`config.mk`:
```
export PLATFORM = sky130hd
export DESIGN_NAME = uart_rx_dword
export DESIGN_NICKNAME = d
export VERILOG_FILES = /design/src/rtl/uart_rx_dword.sv
export SDC_FILE = /design/constraint.sdc
export NUM_CORES = 1
export LEC_CHECK = 0
export BUFFER_PORTS_ARGS = -buffer_cell sky130_fd_sc_hd__buf_2
export CAP_MARGIN = 20
export CORE_UTILIZATION = 45
export CTS_CLUSTER_SIZE = 24
export DETAILED_ROUTE_END_ITERATION = 10
export PLACE_DENSITY = 0.66
export SLEW_MARGIN = 20
export SYNTH_ARGS = -nofsm -noshare
export SYNTH_HDL_FRONTEND = slang
export SYNTH_SLANG_ARGS = --single-unit
```
`constraint.sdc`:
```
create_clock -name i_clk -period 5.6 [get_ports i_clk]
set_input_delay 0.28 -clock i_clk [delete_from_list [all_inputs] [get_ports i_clk]]
set_output_delay 0.28 -clock i_clk [all_outputs]
set_load 0.01 [all_outputs]
```
`src/rtl/uart_rx_dword.sv`:
```
// rtl/uart_rx_dword.sv - parses LF-terminated ASCII binary lines into 32-bit words
// Optional hex lines ("x" + 8 hex digits) enabled by UART_RX_DWORD_HEX_EN.
module uart_rx_dword #(
  parameter int TIMEOUT_CYCLES = 0,
  parameter int ERR_CNT_W      = 8
) (
  input  logic                 i_clk,
  input  logic                 i_rst,
  input  logic [7:0]           i_rx_data,
  input  logic                 i_rx_valid,
  input  logic                 i_rd,
  output logic [31:0]          o_data,
  output logic                 o_valid,
  output logic                 o_ovf,
  output logic                 o_err,
  output logic [ERR_CNT_W-1:0] o_err_cnt
);

  typedef enum logic [1:0] {S_IDLE, S_BIN, S_HEX, S_DISCARD} state_t;

  localparam logic [31:0]          TMO_LAST = (TIMEOUT_CYCLES > 0) ? 32'(TIMEOUT_CYCLES - 1) : 32'd0;
  localparam logic [ERR_CNT_W-1:0] ERR_ONE  = 1;

  state_t                 state_q, state_d;
  logic [5:0]             cnt_q, cnt_d;
  logic [31:0]            sh_q, sh_d;
  logic [31:0]            tmo_q, tmo_d;
  logic [31:0]            data_q;
  logic                   valid_q, ovf_q, err_q;
  logic [ERR_CNT_W-1:0]   err_cnt_q;
  logic                   commit, err_set, tmo_hit;
  logic                   is_bin, is_lf, is_cr, hex_start;

  assign is_bin = (i_rx_data == 8'h30) || (i_rx_data == 8'h31);
  assign is_lf  = (i_rx_data == 8'h0A);
  assign is_cr  = (i_rx_data == 8'h0D);

`ifdef UART_RX_DWORD_HEX_EN
  logic       is_hex;
  logic [3:0] nib;

  assign hex_start = (i_rx_data == 8'h78) || (i_rx_data == 8'h58);

  always_comb begin
    is_hex = 1'b1;
    nib    = i_rx_data[3:0];
    if ((i_rx_data >= 8'h30) && (i_rx_data <= 8'h39)) begin
      nib = i_rx_data[3:0];
    end else if (((i_rx_data >= 8'h61) && (i_rx_data <= 8'h66)) ||
                 ((i_rx_data >= 8'h41) && (i_rx_data <= 8'h46))) begin
      nib = i_rx_data[3:0] + 4'd9;
    end else begin
      is_hex = 1'b0;
    end
  end
`else
  assign hex_start = 1'b0;
`endif

  // A byte arriving in the same cycle always beats the timeout.
  assign tmo_hit = (TIMEOUT_CYCLES > 0) && !i_rx_valid && (state_q != S_IDLE) && (tmo_q == TMO_LAST);
  assign tmo_d   = ((TIMEOUT_CYCLES == 0) || i_rx_valid || (state_q == S_IDLE)) ? 32'd0 : tmo_q + 32'd1;

  always_ff @(posedge i_clk) begin
    if (i_rst) state_q <= S_IDLE;
    else       state_q <= state_d;
  end

  always_comb begin
    state_d = state_q;
    if (tmo_hit) begin
      state_d = S_IDLE;
    end else if (i_rx_valid) begin
      case (state_q)
        S_IDLE: begin
          if (is_bin)                state_d = S_BIN;
          else if (hex_start)        state_d = S_HEX;
          else if (!(is_lf || is_cr)) state_d = S_DISCARD;
        end
        S_BIN: begin
          if (is_bin)       state_d = (cnt_q == 6'd32) ? S_DISCARD : S_BIN;
          else if (is_lf)   state_d = S_IDLE;
          else if (!is_cr)  state_d = S_DISCARD;
        end
`ifdef UART_RX_DWORD_HEX_EN
        S_HEX: begin
          if (is_hex)       state_d = (cnt_q == 6'd8) ? S_DISCARD : S_HEX;
          else if (is_lf)   state_d = S_IDLE;
          else if (!is_cr)  state_d = S_DISCARD;
        end
`endif
        S_DISCARD: begin
          if (is_lf) state_d = S_IDLE;
        end
        default: state_d = S_IDLE;
      endcase
    end
  end

  always_comb begin
    sh_d    = sh_q;
    cnt_d   = cnt_q;
    commit  = 1'b0;
    err_set = 1'b0;
    if (tmo_hit) begin
      err_set = (state_q == S_BIN) || (state_q == S_HEX);
    end else if (i_rx_valid) begin
      case (state_q)
        S_IDLE: begin
          if (is_bin) begin
            sh_d  = {sh_q[30:0], i_rx_data[0]};
            cnt_d = 6'd1;
          end else if (hex_start) begin
            cnt_d = 6'd0;
          end else if (!(is_lf || is_cr)) begin
            err_set = 1'b1;
          end
        end
        S_BIN: begin
          if (is_bin) begin
            if (cnt_q == 6'd32) begin
              err_set = 1'b1;
            end else begin
              sh_d  = {sh_q[30:0], i_rx_data[0]};
              cnt_d = cnt_q + 6'd1;
            end
          end else if (is_lf) begin
            commit  = (cnt_q == 6'd32);
            err_set = (cnt_q != 6'd32);
          end else if (!is_cr) begin
            err_set = 1'b1;
          end
        end
`ifdef UART_RX_DWORD_HEX_EN
        S_HEX: begin
          if (is_hex) begin
            if (cnt_q == 6'd8) begin
              err_set = 1'b1;
            end else begin
              sh_d  = {sh_q[27:0], nib};
              cnt_d = cnt_q + 6'd1;
            end
          end else if (is_lf) begin
            commit  = (cnt_q == 6'd8);
            err_set = (cnt_q != 6'd8);
          end else if (!is_cr) begin
            err_set = 1'b1;
          end
        end
`endif
        default: ;
      endcase
    end
  end

  always_ff @(posedge i_clk) begin
    if (i_rst) begin
      cnt_q     <= 6'd0;
      sh_q      <= 32'd0;
      tmo_q     <= 32'd0;
      data_q    <= 32'd0;
      valid_q   <= 1'b0;
      ovf_q     <= 1'b0;
      err_q     <= 1'b0;
      err_cnt_q <= '0;
    end else begin
      cnt_q <= cnt_d;
      sh_q  <= sh_d;
      tmo_q <= tmo_d;
      err_q <= err_set;
      if (err_set && (err_cnt_q != '1)) err_cnt_q <= err_cnt_q + ERR_ONE;
      // A commit takes priority over a same-cycle read acknowledge.
      if (commit) begin
        data_q  <= sh_q;
        valid_q <= 1'b1;
        if (valid_q && !i_rd) ovf_q <= 1'b1;
      end else if (i_rd) begin
        valid_q <= 1'b0;
      end
    end
  end

  assign o_data    = data_q;
  assign o_valid   = valid_q;
  assign o_ovf     = ovf_q;
  assign o_err     = err_q;
  assign o_err_cnt = err_cnt_q;

endmodule

```
==> impl_metrics.csv <==
group,metric,value,unit
timing,finalCritPeriodShare,0.359,
critical_path,worstReg2RegEnd,"o_err_cnt[7]",
critical_path,r2r_start,"state_q[0]",
clock_network,cts_max_level,3,
outcome,outcome,"complete, no violations",
clock_network,numCtsBuffers,9,
floorplan,ios,55,
floorplan,row_count,30,
cells_and_area,drive_above_1_share,0.186,
place,placedCellCount,531,
global_route,track_usage,0.182,
floorplan,core,6870,um^2
timing,final-setup-viol-count,0,
clock_network,cts_resized,0,
detailed_routing,ant_nets,0,
yosys,synth_edf_count,0,
critical_path,setup.worst_path.end,"o_err_cnt[7]",
clock_network,worstSkewPairLatency,0.36,ns
cells_and_area,final_util,0.553,
global_route,gr-usage-met3,0.0445,
timing,slew_violations,0,
critical_path,critPathMaxStageDelay,0.53,ns
yosys,yosys-top-cells-count,"nand2_1 (139), dfxtp_1 (83), a21oi_1 (76)",
global_route,antenna_found_initial,0,
yosys,ys_seq_area_frac,0.512,
yosys,synth-simple-area-share,0.262,
pwr,leakagePower,0.00142,uW
critical_path,start_kind,"flop",
place,port_buffers,54,
global_route,grt_max_degree,81,
hold_path,min_from,"i_rx_valid",
yosys,synth_largest_area_cell,"dfxtp_1",
global_route,use_met2,0.284,
place,gp_congestion,0.797,
yosys,synth_top_family_by_area,"simple AND/OR/NAND/NOR gates",
cells_and_area,antenna_cells,0,
floorplan,fp.dieArea,7550,um^2
global_route,grt_first_pass_wirelength,10.8,mm
yosys,synthMuxAreaShare,0.00309,
floorplan,fp.dieW,86.9,um
clock_network,cts_root_buf,"clkbuf_8",
clock_network,cts_buffer_depth,2,
global_route,overflow,0,
hold_path,min-delay-path-class,"input pin to flop",
floorplan,die_h,86.9,um
yosys,synthAdderAreaFrac,0.0116,
pwr,ir_worst_vdd,0.000132,V
clock_network,cts_setup_buffers,0,
critical_path,crit_chain,"nor2b_1, o211a_1, a22oi_4, or4_1, a21oi_1",
detailed_routing,viasPerCell,4.99,
detailed_routing,drc,0,
detailed_routing,drt_wl_total,6.42,mm
clock_network,cts_tree,"built",
cells_and_area,final_nets,461,
yosys,ys.flop_type,"dfxtp_1",
critical_path,cp-startpoint,"state_q[0]",
yosys,yosysMostFrequentCell,"nand2_1",
critical_path,cpMaxStageDelayCell,"dfxtp_1",
yosys,synth_compound_area_frac,0.161,
critical_path,worstPathArrival,2.29,ns
detailed_routing,vias,2728,
timing,final.setup_skew,0.0110,ns
run,cap_violations,0,
yosys,yosys_warnings,0,
yosys,synth_area_leaders,"dfxtp_1 (51%), nand2_1 (16%), a21oi_1 (12%)",
yosys,avgSynthCellArea,8.01,um^2
clock_network,cts.sinks,83,
yosys,ys_seq_elements,83,
yosys,synth-xor-area-share,0.0108,
yosys,async_flop_share,0,
detailed_routing,firstDrtPassIters,4,
global_route,top_usage_layer,"met2",
timing,fin_setup_tns,0,ns
critical_path,path_max_fanout,17,
critical_path,reg2reg_depth,5,
critical_path,endpoint_kind,"flop",
clock_network,clk_pin_slew,0.08,ns
global_route,grt_pass1_vias,2456,
yosys,syn_area,3240,um^2
timing,finalCriticalPeriod,2.01,ns
pwr,pwr_density_cell,305,nW/um^2
floorplan,initial_core_util,0.472,
global_route,use_met1,0.238,
detailed_routing,wl_per_cell,11.7,um
timing,worst_pin_slew,0.807,ns
yosys,yosysUniqueCellTypes,43,
cells_and_area,stdcell_count,547,
place,dp_hpwl,3.91,mm
cells_and_area,syn2layout_area_growth,17.2,%
critical_path,critPathKind,"flop to flop",
timing,rsz0062_at_grt,"no",
timing,final_hold_viol_count,0,
detailed_routing,drt-initial-drc-count,160,
critical_path,r2r_slack,3.59,ns
clock_network,hold_buffers,0,
yosys,synth_fp_nets,420,
yosys,synthCells,405,
timing,max_slew_margin,0.462,
yosys,synth_top_area_share,0.512,
critical_path,required,5.88,ns
timing,max_freq,0.497,GHz
[state kept, by name, summed over array words and instances (netlist names)]
signal     count
o_err_cnt      8
o_ovf          1
sh_q          32
state_q        2
o_valid        1
o_data        32
o_err          1
cnt_q          6
[power by group]
group / total, uW / switching [uW] / internal [uW]
Combinational: 39.8 / 26.5 / 13.3
Clock: 522 / 222 / 301
Sequential: 597 / 4.24 / 592
Total: 1160 / 252 / 906
[worst min-delay path by stage]
stage	endpoint	cells past startpoint
after floorplan	state_q[1]	1
after global placement	o_data[20]	2
after detailed placement	o_data[28]	2
after CTS	state_q[1]	2
after global routing	state_q[1]	2
final	state_q[1]	2
[metrics by stage]
stage | setup slack, ns | power, uW | area, um^2 | hold WS, ns
after global placement | 2.90 | 649 | 3550 | 0.436
after floorplan | 3.58 | 639 | 3240 | 0.389
after CTS | 3.22 | 1170 | 3800 | 0.187
after detailed placement | 2.85 | 650 | 3550 | 0.441
final | 3.59 | 1160 | 3800 | 0.198
after global routing | 3.37 | 1200 | 3800 | 0.192
[per-layer routing]
metal,vias to the layer above,share of wire
met3,9,0.042
met5,-,0
met1,1235,0.50
met4,0,0.016
met2,50,0.44
li1,1434,-
[kinds of logic (layout without fill, tap and decap cells)]
| logic type | count (synthesis) | in the layout |
|---|---|---|
| AND/OR/NAND/NOR | 191 | 191 |
| AO/OA/AOI/OAI | 94 | 94 |
| flip-flops | 83 | 83 |
| buffers and inverters | 29 | 75 |
| XOR/XNOR | 4 | 4 |
| adder cells (fa/ha/maj) | 3 | 3 |
| multiplexers | 1 | 1 |
[critical path, delay by kind of cell, from the launching register on]
kind | cells | cell delay [ns]
AOI/OAI and AO/OA | 3 | 0.54
DFF | 1 | 0.53
and+or+nand+nor | 2 | 0.88
[cells in the final DEF (no fill, tap or decap), types with 2 or more instances in the layout]
| cell type | count |
|---|---|
| nand2_1 | 138 |
| dfxtp_1 | 83 |
| a21oi_1 | 76 |
| buf_2 | 54 |
| nor2_1 | 9 |
| clkbuf_8 | 9 |
| nand3_1 | 7 |
| o21ai_1 | 6 |
| nand4_1 | 5 |
| or3_1 | 5 |
| and3_1 | 4 |
| xor2_1 | 4 |
| nand2b_1 | 3 |
| ha_1 | 3 |
| bufinv_16 | 3 |
| buf_4 | 3 |
| inv_1 | 2 |
| nor3b_1 | 2 |
| nor2b_1 | 2 |
| nor3_1 | 2 |
[layout make-up]
| cell class | instances | area (um^2) |
|---|---|---|
| clock buffers | 9 | 124 |
| clock inverters | 7 | 124 |
| fillers | 672 | 3070 |
| inverters | 2 | 7.51 |
| multi-input cells | 293 | 1470 |
| flip-flops and latches | 83 | 1660 |
| well taps | 96 | 120 |
| repair buffers | 57 | 293 |
Note: power is estimated with default switching activity, not from simulation.
